==> src/rtl/display_mux_ctrl_pkg.sv <==
// display_pkg: shared types and constants for the seven-segment mux scheduler.
//   mux_state_t : scheduler state (BLANK gap / DRIVE one digit)
//   SEG_BLANK   : all segments off (active-low)
//   SEG_LUT     : hex nibble -> {g,f,e,d,c,b,a}, active-low
//   seg_decode  : table lookup helper
package display_pkg;

  typedef enum logic {BLANK, DRIVE} mux_state_t;

  localparam logic [6:0] SEG_BLANK = 7'h7F;

  // Index 15 sits in the top slice, index 0 in the bottom slice.
  localparam logic [15:0][6:0] SEG_LUT = {
    7'b0001110,  // F
    7'b0000110,  // E
    7'b0100001,  // d
    7'b1000110,  // C
    7'b0000011,  // b
    7'b0001000,  // A
    7'b0010000,  // 9
    7'b0000000,  // 8
    7'b1111000,  // 7
    7'b0000010,  // 6
    7'b0010010,  // 5
    7'b0011001,  // 4
    7'b0110000,  // 3
    7'b0100100,  // 2
    7'b1111001,  // 1
    7'b1000000   // 0
  };

  function automatic logic [6:0] seg_decode(input logic [3:0] nib);
    return SEG_LUT[nib];
  endfunction

endpackage

==> src/rtl/display_mux_ctrl_if.sv <==
// display_mux_ctrl_if: digit data/mask from the adder side and the
// multiplexed pin-side outputs.
//   digit_data : NDIG hex nibbles, digit i in slice [i]
//   digit_en   : per-digit rotation mask
//   en         : one-hot digit common enable (active-high)
//   seg_n      : segment lines {g..a}, active-low
//   cur_digit  : digit being or last driven
// master = nibble/mask source, slave = scheduler.
interface display_mux_ctrl_if #(
  parameter int NDIG = 2
);
  localparam int CW = (NDIG > 1) ? $clog2(NDIG) : 1;

  logic [NDIG-1:0][3:0] digit_data;
  logic [NDIG-1:0]      digit_en;
  logic [NDIG-1:0]      en;
  logic [6:0]           seg_n;
  logic [CW-1:0]        cur_digit;

  modport master (output digit_data, digit_en, input en, seg_n, cur_digit);
  modport slave  (input digit_data, digit_en, output en, seg_n, cur_digit);
endinterface

==> src/rtl/display_mux_ctrl_seg_decoder.sv <==
// seg_decoder: combinational hex nibble to active-low seven-segment pattern.
//   nib   : 4-bit hex value
//   seg_n : {g,f,e,d,c,b,a}, active-low
module seg_decoder
  import display_pkg::*;
(
  input  logic [3:0] nib,
  output logic [6:0] seg_n
);
  assign seg_n = seg_decode(nib);
endmodule

==> src/rtl/display_mux_ctrl.sv <==
// display_mux_ctrl: round-robin scheduler for a shared seven-segment bus.
// Drives one enabled digit for DWELL_CYCLES, then blanks for BLANK_CYCLES
// before moving to the next enabled digit; disabled digits are skipped.
//   clk   : system clock
//   reset : synchronous, active-high
//   bus   : slave side of display_mux_ctrl_if (data/mask in, en/seg_n/cur_digit out)
module display_mux_ctrl
  import display_pkg::*;
#(
  parameter int NDIG         = 2,
  parameter int DWELL_CYCLES = 24000,
  parameter int BLANK_CYCLES = 480
) (
  input logic               clk,
  input logic               reset,
  display_mux_ctrl_if.slave bus
);
  localparam int CW   = (NDIG > 1) ? $clog2(NDIG) : 1;
  localparam int CMAX = (DWELL_CYCLES > BLANK_CYCLES) ? DWELL_CYCLES : BLANK_CYCLES;
  localparam int CNTW = (CMAX > 1) ? $clog2(CMAX) : 1;

  localparam logic [CNTW-1:0] BLANK_LAST = CNTW'(BLANK_CYCLES - 1);
  localparam logic [CNTW-1:0] DWELL_LAST = CNTW'(DWELL_CYCLES - 1);

  mux_state_t      state;
  logic [CNTW-1:0] cnt;
  logic [NDIG-1:0] en_reg;
  logic [6:0]      seg_reg;
  logic [CW-1:0]   cur_reg;

  logic            found;
  logic [CW-1:0]   nxt;
  logic [6:0]      nxt_seg;

  function automatic logic [CW-1:0] wrap_idx(input logic [CW-1:0] base, input int k);
    return CW'((int'(base) + k) % NDIG);
  endfunction

  // Rotation search from cur+1 round to cur itself. Walking k downwards
  // lets the nearest enabled digit win the last assignment.
  always_comb begin
    found = 1'b0;
    nxt   = cur_reg;
    for (int k = NDIG; k >= 1; k--) begin
      if (bus.digit_en[wrap_idx(cur_reg, k)]) begin
        found = 1'b1;
        nxt   = wrap_idx(cur_reg, k);
      end
    end
  end

  // Decode the nibble at the moment it is captured; seg_reg then acts as the
  // holding register, so later digit_data changes wait for the next visit.
  seg_decoder u_dec (
    .nib   (bus.digit_data[nxt]),
    .seg_n (nxt_seg)
  );

  always_ff @(posedge clk) begin
    if (reset) begin
      state   <= BLANK;
      cnt     <= '0;
      en_reg  <= '0;
      seg_reg <= SEG_BLANK;
      cur_reg <= CW'(NDIG - 1);  // first search lands on digit 0
    end else begin
      case (state)
        BLANK: begin
          if (cnt == BLANK_LAST) begin
            // Saturated: keep searching every cycle until a digit is enabled.
            if (found) begin
              state   <= DRIVE;
              cnt     <= '0;
              cur_reg <= nxt;
              en_reg  <= NDIG'(1) << nxt;
              seg_reg <= nxt_seg;
            end
          end else begin
            cnt <= cnt + 1'b1;
          end
        end
        DRIVE: begin
          // A digit dropped from the mask is cut off mid-dwell.
          if (cnt == DWELL_LAST || !bus.digit_en[cur_reg]) begin
            state   <= BLANK;
            cnt     <= '0;
            en_reg  <= '0;
            seg_reg <= SEG_BLANK;
          end else begin
            cnt <= cnt + 1'b1;
          end
        end
        default: begin
          state   <= BLANK;
          cnt     <= '0;
          en_reg  <= '0;
          seg_reg <= SEG_BLANK;
        end
      endcase
    end
  end

  assign bus.en        = en_reg;
  assign bus.seg_n     = seg_reg;
  assign bus.cur_digit = cur_reg;

endmodule

==> src/flat_wrapper.sv <==
// flat-port wrapper written by rule: the top's interface ports become plain ports
module display_mux_ctrl_flat import display_pkg::*;
#(
  parameter int NDIG         = 2,
  parameter int DWELL_CYCLES = 24000,
  parameter int BLANK_CYCLES = 480
)
  (clk, reset, bus_digit_data, bus_digit_en, bus_en, bus_seg_n, bus_cur_digit);
  display_mux_ctrl_if #(.NDIG(NDIG)) bus_i ();
  input logic clk;
  input logic reset;
  input wire logic [$bits(bus_i.digit_data)-1:0] bus_digit_data;
  input wire logic [$bits(bus_i.digit_en)-1:0] bus_digit_en;
  output wire logic [$bits(bus_i.en)-1:0] bus_en;
  output wire logic [$bits(bus_i.seg_n)-1:0] bus_seg_n;
  output wire logic [$bits(bus_i.cur_digit)-1:0] bus_cur_digit;
  assign bus_i.digit_data = bus_digit_data;
  assign bus_i.digit_en = bus_digit_en;
  assign bus_en = bus_i.en;
  assign bus_seg_n = bus_i.seg_n;
  assign bus_cur_digit = bus_i.cur_digit;
  display_mux_ctrl #(.NDIG(NDIG), .DWELL_CYCLES(DWELL_CYCLES), .BLANK_CYCLES(BLANK_CYCLES)) u_core (.clk(clk), .reset(reset), .bus(bus_i));
endmodule
==> config.mk <==
export PLATFORM = sky130hd
export DESIGN_NAME = display_mux_ctrl_flat
export DESIGN_NICKNAME = d
export VERILOG_FILES = /design/src/rtl/display_mux_ctrl_pkg.sv /design/src/rtl/display_mux_ctrl_if.sv /design/src/rtl/display_mux_ctrl_seg_decoder.sv /design/src/rtl/display_mux_ctrl.sv /design/src/flat_wrapper.sv
export SDC_FILE = /design/constraint.sdc
export NUM_CORES = 1
export LEC_CHECK = 0
export ABC_AREA = 1
export BUFFER_PORTS_ARGS = -buffer_cell sky130_fd_sc_hd__buf_2
export CELL_PAD_IN_SITES_DETAIL_PLACEMENT = 1
export CELL_PAD_IN_SITES_GLOBAL_PLACEMENT = 1
export CORE_MARGIN = 2
export CORE_UTILIZATION = 40
export CTS_CLUSTER_SIZE = 10
export DETAILED_ROUTE_END_ITERATION = 12
export GPL_TIMING_DRIVEN = 1
export PLACE_DENSITY = 0.84
export SETUP_SLACK_MARGIN = 0.05
export SLEW_MARGIN = 20
export SYNTH_ARGS = -nofsm -noshare
export SYNTH_HDL_FRONTEND = slang
export SYNTH_SLANG_ARGS = --single-unit
==> constraint.sdc <==
create_clock -name clk -period 1.9 [get_ports clk]
set_input_delay 0.095 -clock clk [delete_from_list [all_inputs] [get_ports clk]]
set_output_delay 0.095 -clock clk [all_outputs]
set_load 0.01 [all_outputs]
==> impl_metrics.csv, run 1 <==
group,metric,value,unit
setup_path,required,2.06,ns
yosys,sequential_element_share_of_the_synthesized_area,30.3,%
global_route,grt.overflow.total,0,
cells_and_area,layout-area-overhead-vs-synth,14.2,%
route,drt-wirelength-per-cell,13.5,um
yosys,avgSynthCellArea,6.49,um2
yosys,synth_fa_ha_area_share,5.09,%
route,dr.pass1.iters,4,
yosys,synth_cell_types,29,
setup_path,crit_end_element,"register",
clock_tree,max-clock-path-buffers,2,
yosys,mux_share_of_post_synthesis_cell_area,0,%
yosys,synth_compound_gate_area_share,5.68,%
setup_path,setup.worst_path.class,"register to register",
route,drtIter0Drc,59,
cells_and_area,postLayoutCellArea,1960,um2
sta,period_minus_slack,1.71,ns
sta,achievable-frequency,586,MHz
cells_and_area,final_cells,339,
sta,setup_slack,0.192,ns
placed_design,post-place-ws,0.128,ns
yosys,gate_count_after_technology_mapping,265,
sta,fin_tns_setup,0,ns
cells_and_area,final_nets,309,
yosys,ys_warn_count,0,
sta,final_hold_viol_count,0,
yosys,yosys.area_share.simple,46.6,%
clock_tree,clkSinkCount,26,
cells_and_area,final_util,48.4,%
route,antenna_left,0,
sta,min_period_over_period,89.9,%
cells_and_area,largest_register_ff_count,15,
sta,timing.final.setup_violations,0,
floorplan,design.die.area,4840,um2
route,via_count,1710,
cells_and_area,drive_gt1_share,22.5,%
yosys,synth_top_cell_area_share,30.3,%
power,power_per_cell_area,600,nW/um2
yosys,syn-num-nets,284,
clock_tree,clkLatencyLatePin,0.27,ns
yosys,combinational_family_with_the_most_area_after_synthesis,"simple AND/OR/NAND/NOR gates",
floorplan,rows,23,
power,cellLeakagePower,0.958,nW
floorplan,start_util,42.4,%
placed_design,postPlaceCellArea,1860,um2
flow_run,cap_viol_max_count,0,
yosys,yosys.area_share.xor_xnor,2.55,%
power,highest_ir_drop_seen_on_vdd,0.336,mV
placed_design,post-place-cells,334,
cells_and_area,n_antenna_cell,0,
floorplan,num_io_pins,22,
route,totalWireLength,4.57,mm
setup_path,setup.worst_path.start_class,"register",
global_route,first_global_vias,1754,
placed_design,gpl.final_weighted_congestion,0.835,
clock_tree,cts_htree_levels,1,
sta,rsz0062_at_grt,"no",
placed_design,port-buffer-count,21,
yosys,synth_top_cells_by_area,"sky130_fd_sc_hd__dfxtp_1 30%, sky130_fd_sc_hd__nand2_1 17%, sky130_fd_sc_hd__nand3_1 11%, sky130_fd_sc_hd__nor2_1 6.3%, sky130_fd_sc_hd__inv_1 5.7%",
sta,relSlewSlack,76.0,%
yosys,yosysTopAreaCell,"sky130_fd_sc_hd__dfxtp_1",
hold_path,timing.hold.worst.class,"primary input to register",
route,route.detailed.vias_per_inst,5.04,
setup_path,crit_fanout,6,
global_route,grt_start_max_net_pins,16,
power,total_power,1.18,mW
sta,slew_violations,0,
sta,worst_slew_pin_slew,0.360,ns
floorplan,core_area,4060,um2
setup_path,crit_arrival,1.87,ns
cells_and_area,fill_cells,577,
clock_tree,cts_made_buffers,3,
sta,finClkSkew,0.00858,ns
clock_tree,cts_hold_buf,0,
floorplan,die_width,69.6,um
sta,hold_slack,0.0146,ns
global_route,global_route.usage.total,19.4,%
clock_tree,clk_pin_slew_worst_paths,0.10,ns
floorplan,dieHeight,69.6,um
yosys,post_synthesis_sequential_element_count,26,
global_route,grt_pass1_wl,7.78,mm
outcome,outcome,"complete, no violations",
clock_tree,cts_root_buf,"sky130_fd_sc_hd__clkbuf_8",
global_route,grt_antenna_before_repair,0,
route,post-route-drc-count,0,
yosys,synth_area,1720,um2
clock_tree,tritoncts_clock_tree,"done",
placed_design,dp_hpwl,3.50,mm
==> layer usage <==
metal	wire length, um	part of all wire, %	track usage (%)	vias up
li1	-	-	-	888
met2	2410	53	36.0	12
met3	74	1.6	3.49	4
met4	62	1.4	4.79	0
met1	2020	44	22.9	806
met5	0	0	0	-
==> cells by family (layout without fill, tap and decap cells) <==
logic type | after synthesis | in the layout
AOI/OAI and AO/OA | 16 | 16
xor gates and xnor gates | 5 | 5
buffers and inverters | 38 | 62
and+or+nand+nor | 173 | 173
adders and majority gates | 7 | 7
DFF | 26 | 26
==> worst paths after layout <==
kind	start	endpoint	slack, ns	cells after the start
worst max-delay path	u_core.bus.cur_digit$_SDFFE_PP1P_	u_core.bus.seg_n[1]$_SDFFE_PP1P_	0.19	12
worst min-delay path	reset	u_core.bus.en[1]$_SDFFE_PP0P_	0.01	2
worst max register to register	u_core.bus.cur_digit$_SDFFE_PP1P_	u_core.bus.seg_n[1]$_SDFFE_PP1P_	0.19	12
worst min register to register	u_core.bus.en[0]$_SDFFE_PP0P_	u_core.bus.en[0]$_SDFFE_PP0P_	0.47	2
==> synth_stat cells (all sizes together) <==
library cell  number
nand2             86
nand3             42
nor2              33
inv               32
dfxtp             26
a21oi              9
ha                 7
nor3               7
buf                4
o21ai              4
nand3b             3
xor2               3
nand4              2
xnor2              2
a211oi             1
a31oi              1
clkbuf             1
clkinv             1
o211ai             1
==> power by group <==
group	switching, mW	total (mW)	internal [mW]
combinational	0.0983	0.152	0.0538
sequential	0.00553	0.556	0.550
clock	0.189	0.471	0.282
total	0.293	1.18	0.886
==> cells in the final DEF (no fill, tap or decap), types with 3 or more instances in the layout <==
cell type and count:
sky130_fd_sc_hd__xor2_1 3, sky130_fd_sc_hd__nor2_1 29, sky130_fd_sc_hd__a21oi_1 7, sky130_fd_sc_hd__inv_1 26, sky130_fd_sc_hd__ha_1 6, sky130_fd_sc_hd__nand2_2 14
sky130_fd_sc_hd__buf_4 4, sky130_fd_sc_hd__nand2_1 71, sky130_fd_sc_hd__buf_2 21, sky130_fd_sc_hd__clkbuf_8 3, sky130_fd_sc_hd__inv_2 5, sky130_fd_sc_hd__nor3_1 7
sky130_fd_sc_hd__o21ai_0 3, sky130_fd_sc_hd__nand3_1 38, sky130_fd_sc_hd__dfxtp_1 24, sky130_fd_sc_hd__nand3_2 4
==> layout make-up <==
class / instances / area [um2] / share of cell area [%]
multi-input combinational: 201 / 1040 / 53.2
timing repair buffer: 25 / 135 / 6.88
tap: 50 / 62.6 / 3.19
sequential: 26 / 523 / 26.6
clock buffer: 3 / 41.3 / 2.10
inverter: 33 / 126 / 6.44
clock inverter: 1 / 30.0 / 1.53
==> worst max-delay path: stages (launching register included) <==
cell and delay (ns):
sky130_fd_sc_hd__dfxtp_2 0.38, sky130_fd_sc_hd__inv_4 0.06, sky130_fd_sc_hd__nand2_2 0.08, sky130_fd_sc_hd__nand2_2 0.09
sky130_fd_sc_hd__nand2_1 0.08, sky130_fd_sc_hd__nand2_2 0.11, sky130_fd_sc_hd__ha_1 0.33, sky130_fd_sc_hd__nand3_1 0.10
sky130_fd_sc_hd__nor2_1 0.06, sky130_fd_sc_hd__nor2_1 0.11, sky130_fd_sc_hd__nand2_1 0.07, sky130_fd_sc_hd__nand2_1 0.06
sky130_fd_sc_hd__nand3_1 0.07
==> what timing repair did <==
item | CTS | global route
setup endpoints to repair | 0 | 8
resized for setup | 0 | 9
setup buffers | 0 | 1
Power figures use the tool's default switching activity.
==> inputs of run 2 (changes only) <==
Settings changed: ABC_AREA 1 to not set, PLACE_DENSITY 0.84 to 0.81.
==> impl_metrics.csv, run 2 <==
group,metric,value,unit
cells_and_area,fill_cells,480,
cells_and_area,n_antenna_cell,0,
clock_tree,clkLatencyLatePin,0.28,ns
floorplan,start_util,41.3,%
sta,min_period_over_period,111,%
yosys,avgSynthCellArea,8.41,um2
route,via_count,1592,
setup_path,critical_path.cell_chain,"or2_4 > nand2_2 > mux2i_4 > inv_2 > ha_4 > nor2b_1 > a211oi_1 > o22ai_1 > o32a_1",
sta,finClkSkew,0.00976,ns
placed_design,post-place-ws,-0.294,ns
hold_path,timing.hold.worst.class,"primary input to register",
placed_design,dp_hpwl,3.64,mm
floorplan,die_width,68.0,um
setup_path,crit_arrival,2.28,ns
global_route,grt_pass1_wl,7.73,mm
route,antenna_left,0,
route,drt-wirelength-per-cell,17.4,um
setup_path,max_stage_delay,0.37,ns
sta,slew_violations,0,
setup_path,crit_end_element,"register",
setup_path,setup.worst_path.start_class,"register",
setup_path,cp.buffers_inverters,1,
clock_tree,clk_pin_slew_worst_paths,0.10,ns
sta,achievable-frequency,473,MHz
clock_tree,cts_hold_buf,0,
yosys,async_reset_ff_share,0,%
floorplan,dieHeight,68.0,um
global_route,global_route.usage.total,22.8,%
clock_tree,tritoncts_clock_tree,"done",
placed_design,port-buffer-count,21,
global_route,first_global_vias,1572,
outcome,failing_checks,"negative setup slack",
floorplan,core_area,3970,um2
sta,worst_slew_pin_slew,0.536,ns
global_route,grt.overflow.total,0,
yosys,synth_commonest_cells,"26 x sky130_fd_sc_hd__dfxtp_1, 24 x sky130_fd_sc_hd__nor2_1, 14 x sky130_fd_sc_hd__nand2_1, 11 x sky130_fd_sc_hd__a21oi_1",
yosys,yosysTopAreaCell,"sky130_fd_sc_hd__dfxtp_1",
yosys,dominantRegCellSynth,"sky130_fd_sc_hd__dfxtp_1",
power,seq_power_share,43.8,%
floorplan,rows,23,
route,dr.pass1.iters,4,
cells_and_area,seq_area,524,um2
outcome,outcome,"finished, violations left",
sta,hold_slack,0.127,ns
route,post-route-drc-count,0,
clock_tree,clkSinkCount,26,
sta,rsz0062_at_grt,"yes",
power,power_per_cell_area,594,nW/um2
cells_and_area,largest_register_ff_count,15,
setup_path,required,2.07,ns
floorplan,num_io_pins,22,
global_route,grt_antenna_before_repair,0,
sta,setup_slack,-0.212,ns
power,pwr-share-clk,37.0,%
cells_and_area,layout.cells.most_common_list,"25 x sky130_fd_sc_hd__dfxtp_1, 24 x sky130_fd_sc_hd__nor2_1, 21 x sky130_fd_sc_hd__buf_2",
setup_path,setup.worst_path.class,"register to register",
power,internal-power,0.939,mW
setup_path,critical-path-slowest-cell,"sky130_fd_sc_hd__dfxtp_4",
power,cellLeakagePower,0.838,nW
sta,period_minus_slack,2.11,ns
cells_and_area,drive_gt1_share,32.9,%
cells_and_area,multi_input_comb_area,1150,um2
power,highest_ir_drop_seen_on_vdd,0.335,mV
yosys,synth_top_cell_area_share,31.7,%
cells_and_area,layout-area-overhead-vs-synth,29.7,%
flow_run,cap_viol_max_count,0,
global_route,grt_start_max_net_pins,20,
yosys,syn-num-nets,214,
cells_and_area,layout.cells.most_common,"sky130_fd_sc_hd__dfxtp_1",
yosys,synth_most_common_cell,"sky130_fd_sc_hd__dfxtp_1",
sta,relSlewSlack,64.0,%
clock_tree,max-clock-path-buffers,2,
cells_and_area,final_nets,254,
clock_tree,cts_root_buf,"sky130_fd_sc_hd__clkbuf_8",
yosys,synth_edf_count,0,
clock_tree,cts_htree_levels,1,
sta,timing.final.setup_violations,4,
floorplan,design.die.area,4630,um2
cells_and_area,postLayoutCellArea,2130,um2
yosys,synth_cell_types,55,
route,drtIter0Drc,82,
power,switchingPower,0.325,mW
power,p_sw_share,25.7,%
power,comb_power_share,19.2,%
yosys,post_synthesis_sequential_element_count,26,
setup_path,cpLargestDelayFamily,"compound AO/OA/AOI/OAI gates",
yosys,synth_area,1640,um2
clock_tree,cts_made_buffers,3,
placed_design,postPlaceCellArea,1980,um2
yosys,synth_top_cells_by_area,"sky130_fd_sc_hd__dfxtp_1 32%, sky130_fd_sc_hd__nor2_1 5.5%, sky130_fd_sc_hd__ha_1 5.3%, sky130_fd_sc_hd__xor2_1 4.8%, sky130_fd_sc_hd__mux2i_1 3.7%",
placed_design,gpl.final_weighted_congestion,0.860,
route,totalWireLength,4.93,mm
sta,final_hold_viol_count,0,
route,route.detailed.vias_per_inst,5.61,
setup_path,crit_fanout,7,
yosys,ys_warn_count,0,
yosys,gate_count_after_technology_mapping,195,
yosys,sequential_element_share_of_the_synthesized_area,31.7,%
run 2: through the flow:
step           utilization (%)  instances  power, mW  setup TNS (ns)
3_3_place_gp              50.0        277      0.782          -0.351
5_1_grt                   53.6        284       1.31          -0.886
4_1_cts                   52.6        284       1.26          -0.524
3_5_place_dp              50.0        277      0.789          -0.644
6_report                  53.6        284       1.26          -0.476
2_1_floorplan                -        195      0.701          -0.776
run 2: layout make-up:
class / count / share of cell area (%)
multi-input combinational: 153 / 54.3
sequential: 26 / 24.6
timing repair buffer: 42 / 13.1
tap: 50 / 2.94
clock buffer: 3 / 1.94
inverter: 9 / 1.70
clock inverter: 1 / 1.41
run 2: power by group through the flow:
stage	Clock (mW)	Combinational, mW	Sequential [mW]
after floorplan	0	0.133	0.567
after global placement	0	0.215	0.567
after detailed placement	0	0.222	0.567
after CTS	0.473	0.230	0.553
after global routing	0.491	0.263	0.554
final	0.468	0.242	0.553
run 2: final timing paths:
path | from | endpoint | slack, ns | cells after the start
max | u_core.bus.cur_digit$_SDFFE_PP1P_ | u_core.bus.seg_n[3]$_SDFFE_PP1P_ | -0.21 | 9
min | reset | u_core.cnt[4]$_SDFFE_PP0P_ | 0.13 | 2
max reg2reg | u_core.bus.cur_digit$_SDFFE_PP1P_ | u_core.bus.seg_n[3]$_SDFFE_PP1P_ | -0.21 | 9
min reg2reg | u_core.bus.en[1]$_SDFFE_PP0P_ | u_core.bus.en[1]$_SDFFE_PP0P_ | 0.48 | 2
run 2: cell families (layout without fill, tap and decap cells):
logic type / count (synthesis) / after routing / share of synthesized area (%)
adders and majority gates: 7 / 7 / 5.34
AOI/OAI and AO/OA: 42 / 42 / 18.4
DFF: 26 / 26 / 31.7
xor gates and xnor gates: 13 / 13 / 6.94
and+or+nand+nor: 85 / 85 / 29.2
buffers and inverters: 16 / 55 / 4.73
muxes: 6 / 6 / 3.66
run 2: layer usage:
metal  global-route usage, %  vias up  wire, um
li1                        -      786         -
met1                    30.0      774      2400
met2                    38.0       26      2320
met3                    2.30        6       118
met4                    9.00        0        88
met5                       0        -         0
run 2: worst reg2reg max path: stages (launching register included):
cell	delay (ns)
sky130_fd_sc_hd__dfxtp_4	0.37
sky130_fd_sc_hd__or2_4	0.23
sky130_fd_sc_hd__nand2_2	0.11
sky130_fd_sc_hd__mux2i_4	0.28
sky130_fd_sc_hd__inv_2	0.09
sky130_fd_sc_hd__ha_4	0.19
sky130_fd_sc_hd__nor2b_1	0.13
sky130_fd_sc_hd__a211oi_1	0.22
sky130_fd_sc_hd__o22ai_1	0.10
sky130_fd_sc_hd__o32a_1	0.28
run 2: what timing repair did:
item / 4_1_cts / 5_1_grt
gates resized for setup: 5 / 10
setup buffers: 3 / 0
pin swaps: 6 / 2
setup endpoints to repair: 6 / 11
==> inputs of run 3 (changes only) <==
Settings changed: CORE_UTILIZATION 40 to 43, PLACE_DENSITY 0.81 to 0.85.
==> impl_metrics.csv, run 3 (same netlist as run 2, synthesis figures left out) <==
group,metric,value,unit
power,highest_ir_drop_seen_on_vdd,0.288,mV
clock_tree,max-clock-path-buffers,2,
cells_and_area,fill_cells,451,
power,power_per_cell_area,587,nW/um2
route,drt-wirelength-per-cell,19.4,um
route,via_count,1675,
route,antenna_left,0,
floorplan,die_width,65.8,um
global_route,grt_start_max_net_pins,20,
cells_and_area,n_antenna_cell,0,
outcome,outcome,"finished, violations left",
cells_and_area,largest_register_ff_count,15,
sta,hold_slack,0.131,ns
sta,final_hold_viol_count,0,
route,drtIter0Drc,99,
setup_path,setup.worst_path.class,"register to register",
hold_path,timing.hold.worst.class,"primary input to register",
global_route,grt_antenna_before_repair,0,
setup_path,crit_arrival,2.33,ns
floorplan,rows,22,
clock_tree,clkLatencyLatePin,0.28,ns
sta,setup_slack,-0.262,ns
cells_and_area,postLayoutCellArea,2200,um2
outcome,failing_checks,"negative setup slack",
floorplan,core_area,3660,um2
setup_path,required,2.07,ns
power,cellLeakagePower,0.882,nW
sta,timing.final.setup_violations,5,
sta,rsz0062_at_grt,"yes",
cells_and_area,final_util,60.1,%
setup_path,crit_end_element,"register",
global_route,grt.overflow.total,0,
cells_and_area,layout-area-overhead-vs-synth,34.2,%
placed_design,gpl.final_weighted_congestion,0.861,
clock_tree,cts_hold_buf,0,
sta,finClkSkew,0.0114,ns
route,route.detailed.vias_per_inst,5.78,
floorplan,dieHeight,65.8,um
global_route,first_global_vias,1766,
route,wirelength_met1,2.24,mm
placed_design,post-place-ws,-0.250,ns
route,post-route-drc-count,0,
setup_path,setup.worst_path.start_class,"register",
cells_and_area,layout.cells.most_common,"sky130_fd_sc_hd__buf_4",
clock_tree,cts_made_buffers,3,
flow_run,cap_viol_max_count,0,
clock_tree,tritoncts_clock_tree,"done",
sta,achievable-frequency,462,MHz
placed_design,port-buffer-count,21,
sta,slew_violations,0,
route,totalWireLength,5.62,mm
cells_and_area,layout.cells.most_common_list,"28 x sky130_fd_sc_hd__buf_4, 25 x sky130_fd_sc_hd__dfxtp_1, 23 x sky130_fd_sc_hd__nor2_1",
sta,relSlewSlack,61.6,%
global_route,global_route.usage.total,26.9,%
clock_tree,cts_root_buf,"sky130_fd_sc_hd__clkbuf_8",
setup_path,crit_fanout,5,
sta,worst_slew_pin_slew,0.571,ns
clock_tree,clk_pin_slew_worst_paths,0.09,ns
cells_and_area,drive_gt1_share,35.5,%
route,dr.pass1.iters,4,
placed_design,postPlaceCellArea,2020,um2
route,met2WireLength,3.09,mm
global_route,grt_pass1_wl,8.76,mm
floorplan,design.die.area,4330,um2
placed_design,dp_hpwl,4.07,mm
sta,period_minus_slack,2.16,ns
clock_tree,cts_htree_levels,1,
route,met3_wirelength,113,um
cells_and_area,final_nets,262,
sta,min_period_over_period,114,%
clock_tree,clkSinkCount,26,
route,top_layer_reached_by_signal_wires,"met4",
floorplan,start_util,44.8,%
floorplan,num_io_pins,22,
==> run 3: cell count changes in the layout (fill, tap and decap cells not counted), sizes merged <==
| cell | change |
|---|---|
| buf | +8 |
==> run 3: report_power, final <==
| group | total (mW) | internal (mW) | switching (mW) |
|---|---|---|---|
| combinational | 0.266 | 0.121 | 0.145 |
| sequential | 0.553 | 0.549 | 0.00467 |
| clock | 0.473 | 0.282 | 0.191 |
| total | 1.29 | 0.952 | 0.340 |
==> run 3: layout make-up <==
type	instances	area, um2	area share [%]
Clock inverter	1	30.0	1.36
Clock buffer	3	41.3	1.88
Tap cell	48	60.1	2.73
Inverter	9	36.3	1.65
Sequential cell	26	524	23.8
Timing Repair Buffer	50	335	15.2
Multi-Input combinational cell	153	1170	53.3
==> run 3: stage by stage <==
stage	instances	TNS, ns	power (mW)
after floorplan	195	-0.776	0.701
after global placement	280	-0.396	0.785
after detailed placement	280	-0.770	0.801
after CTS	289	-0.618	1.27
after global routing	290	-1.27	1.33
final	290	-0.771	1.29
==> run 3: repair_timing <==
action	4_1_cts	5_1_grt
resized for setup	9	9
buffers inserted	5	1
setup endpoints to repair	6	11
pin swaps	6	3
hold endpoints to repair	0	0
==> run 3: layer usage <==
metal,global-route usage [%],up-vias
met5,0,-
met1,29.7,808
met2,51.4,50
met4,12.0,0
met3,2.40,18
li1,-,799
==> run 3: final timing paths <==
check | slack (ns) | from | endpoint | cells after the start
setup / recovery | -0.26 | u_core.bus.cur_digit$_SDFFE_PP1P_ | u_core.bus.seg_n[3]$_SDFFE_PP1P_ | 10
hold / removal | 0.13 | reset | u_core.cnt[1]$_SDFFE_PP0P_ | 2
setup reg to reg | -0.26 | u_core.bus.cur_digit$_SDFFE_PP1P_ | u_core.bus.seg_n[3]$_SDFFE_PP1P_ | 10
hold reg to reg | 0.49 | u_core.bus.en[0]$_SDFFE_PP0P_ | u_core.bus.en[0]$_SDFFE_PP0P_ | 2
==> run 3: critical path: stages, from the launching register on <==
cell and delay (ns):
sky130_fd_sc_hd__dfxtp_4 0.38, sky130_fd_sc_hd__or2b_4 0.28, sky130_fd_sc_hd__nand2_4 0.08, sky130_fd_sc_hd__mux2i_4 0.27
sky130_fd_sc_hd__inv_2 0.09, sky130_fd_sc_hd__ha_4 0.19, sky130_fd_sc_hd__inv_4 0.07, sky130_fd_sc_hd__and4_4 0.23
sky130_fd_sc_hd__a221o_1 0.12, sky130_fd_sc_hd__o22ai_1 0.07, sky130_fd_sc_hd__o32a_1 0.29
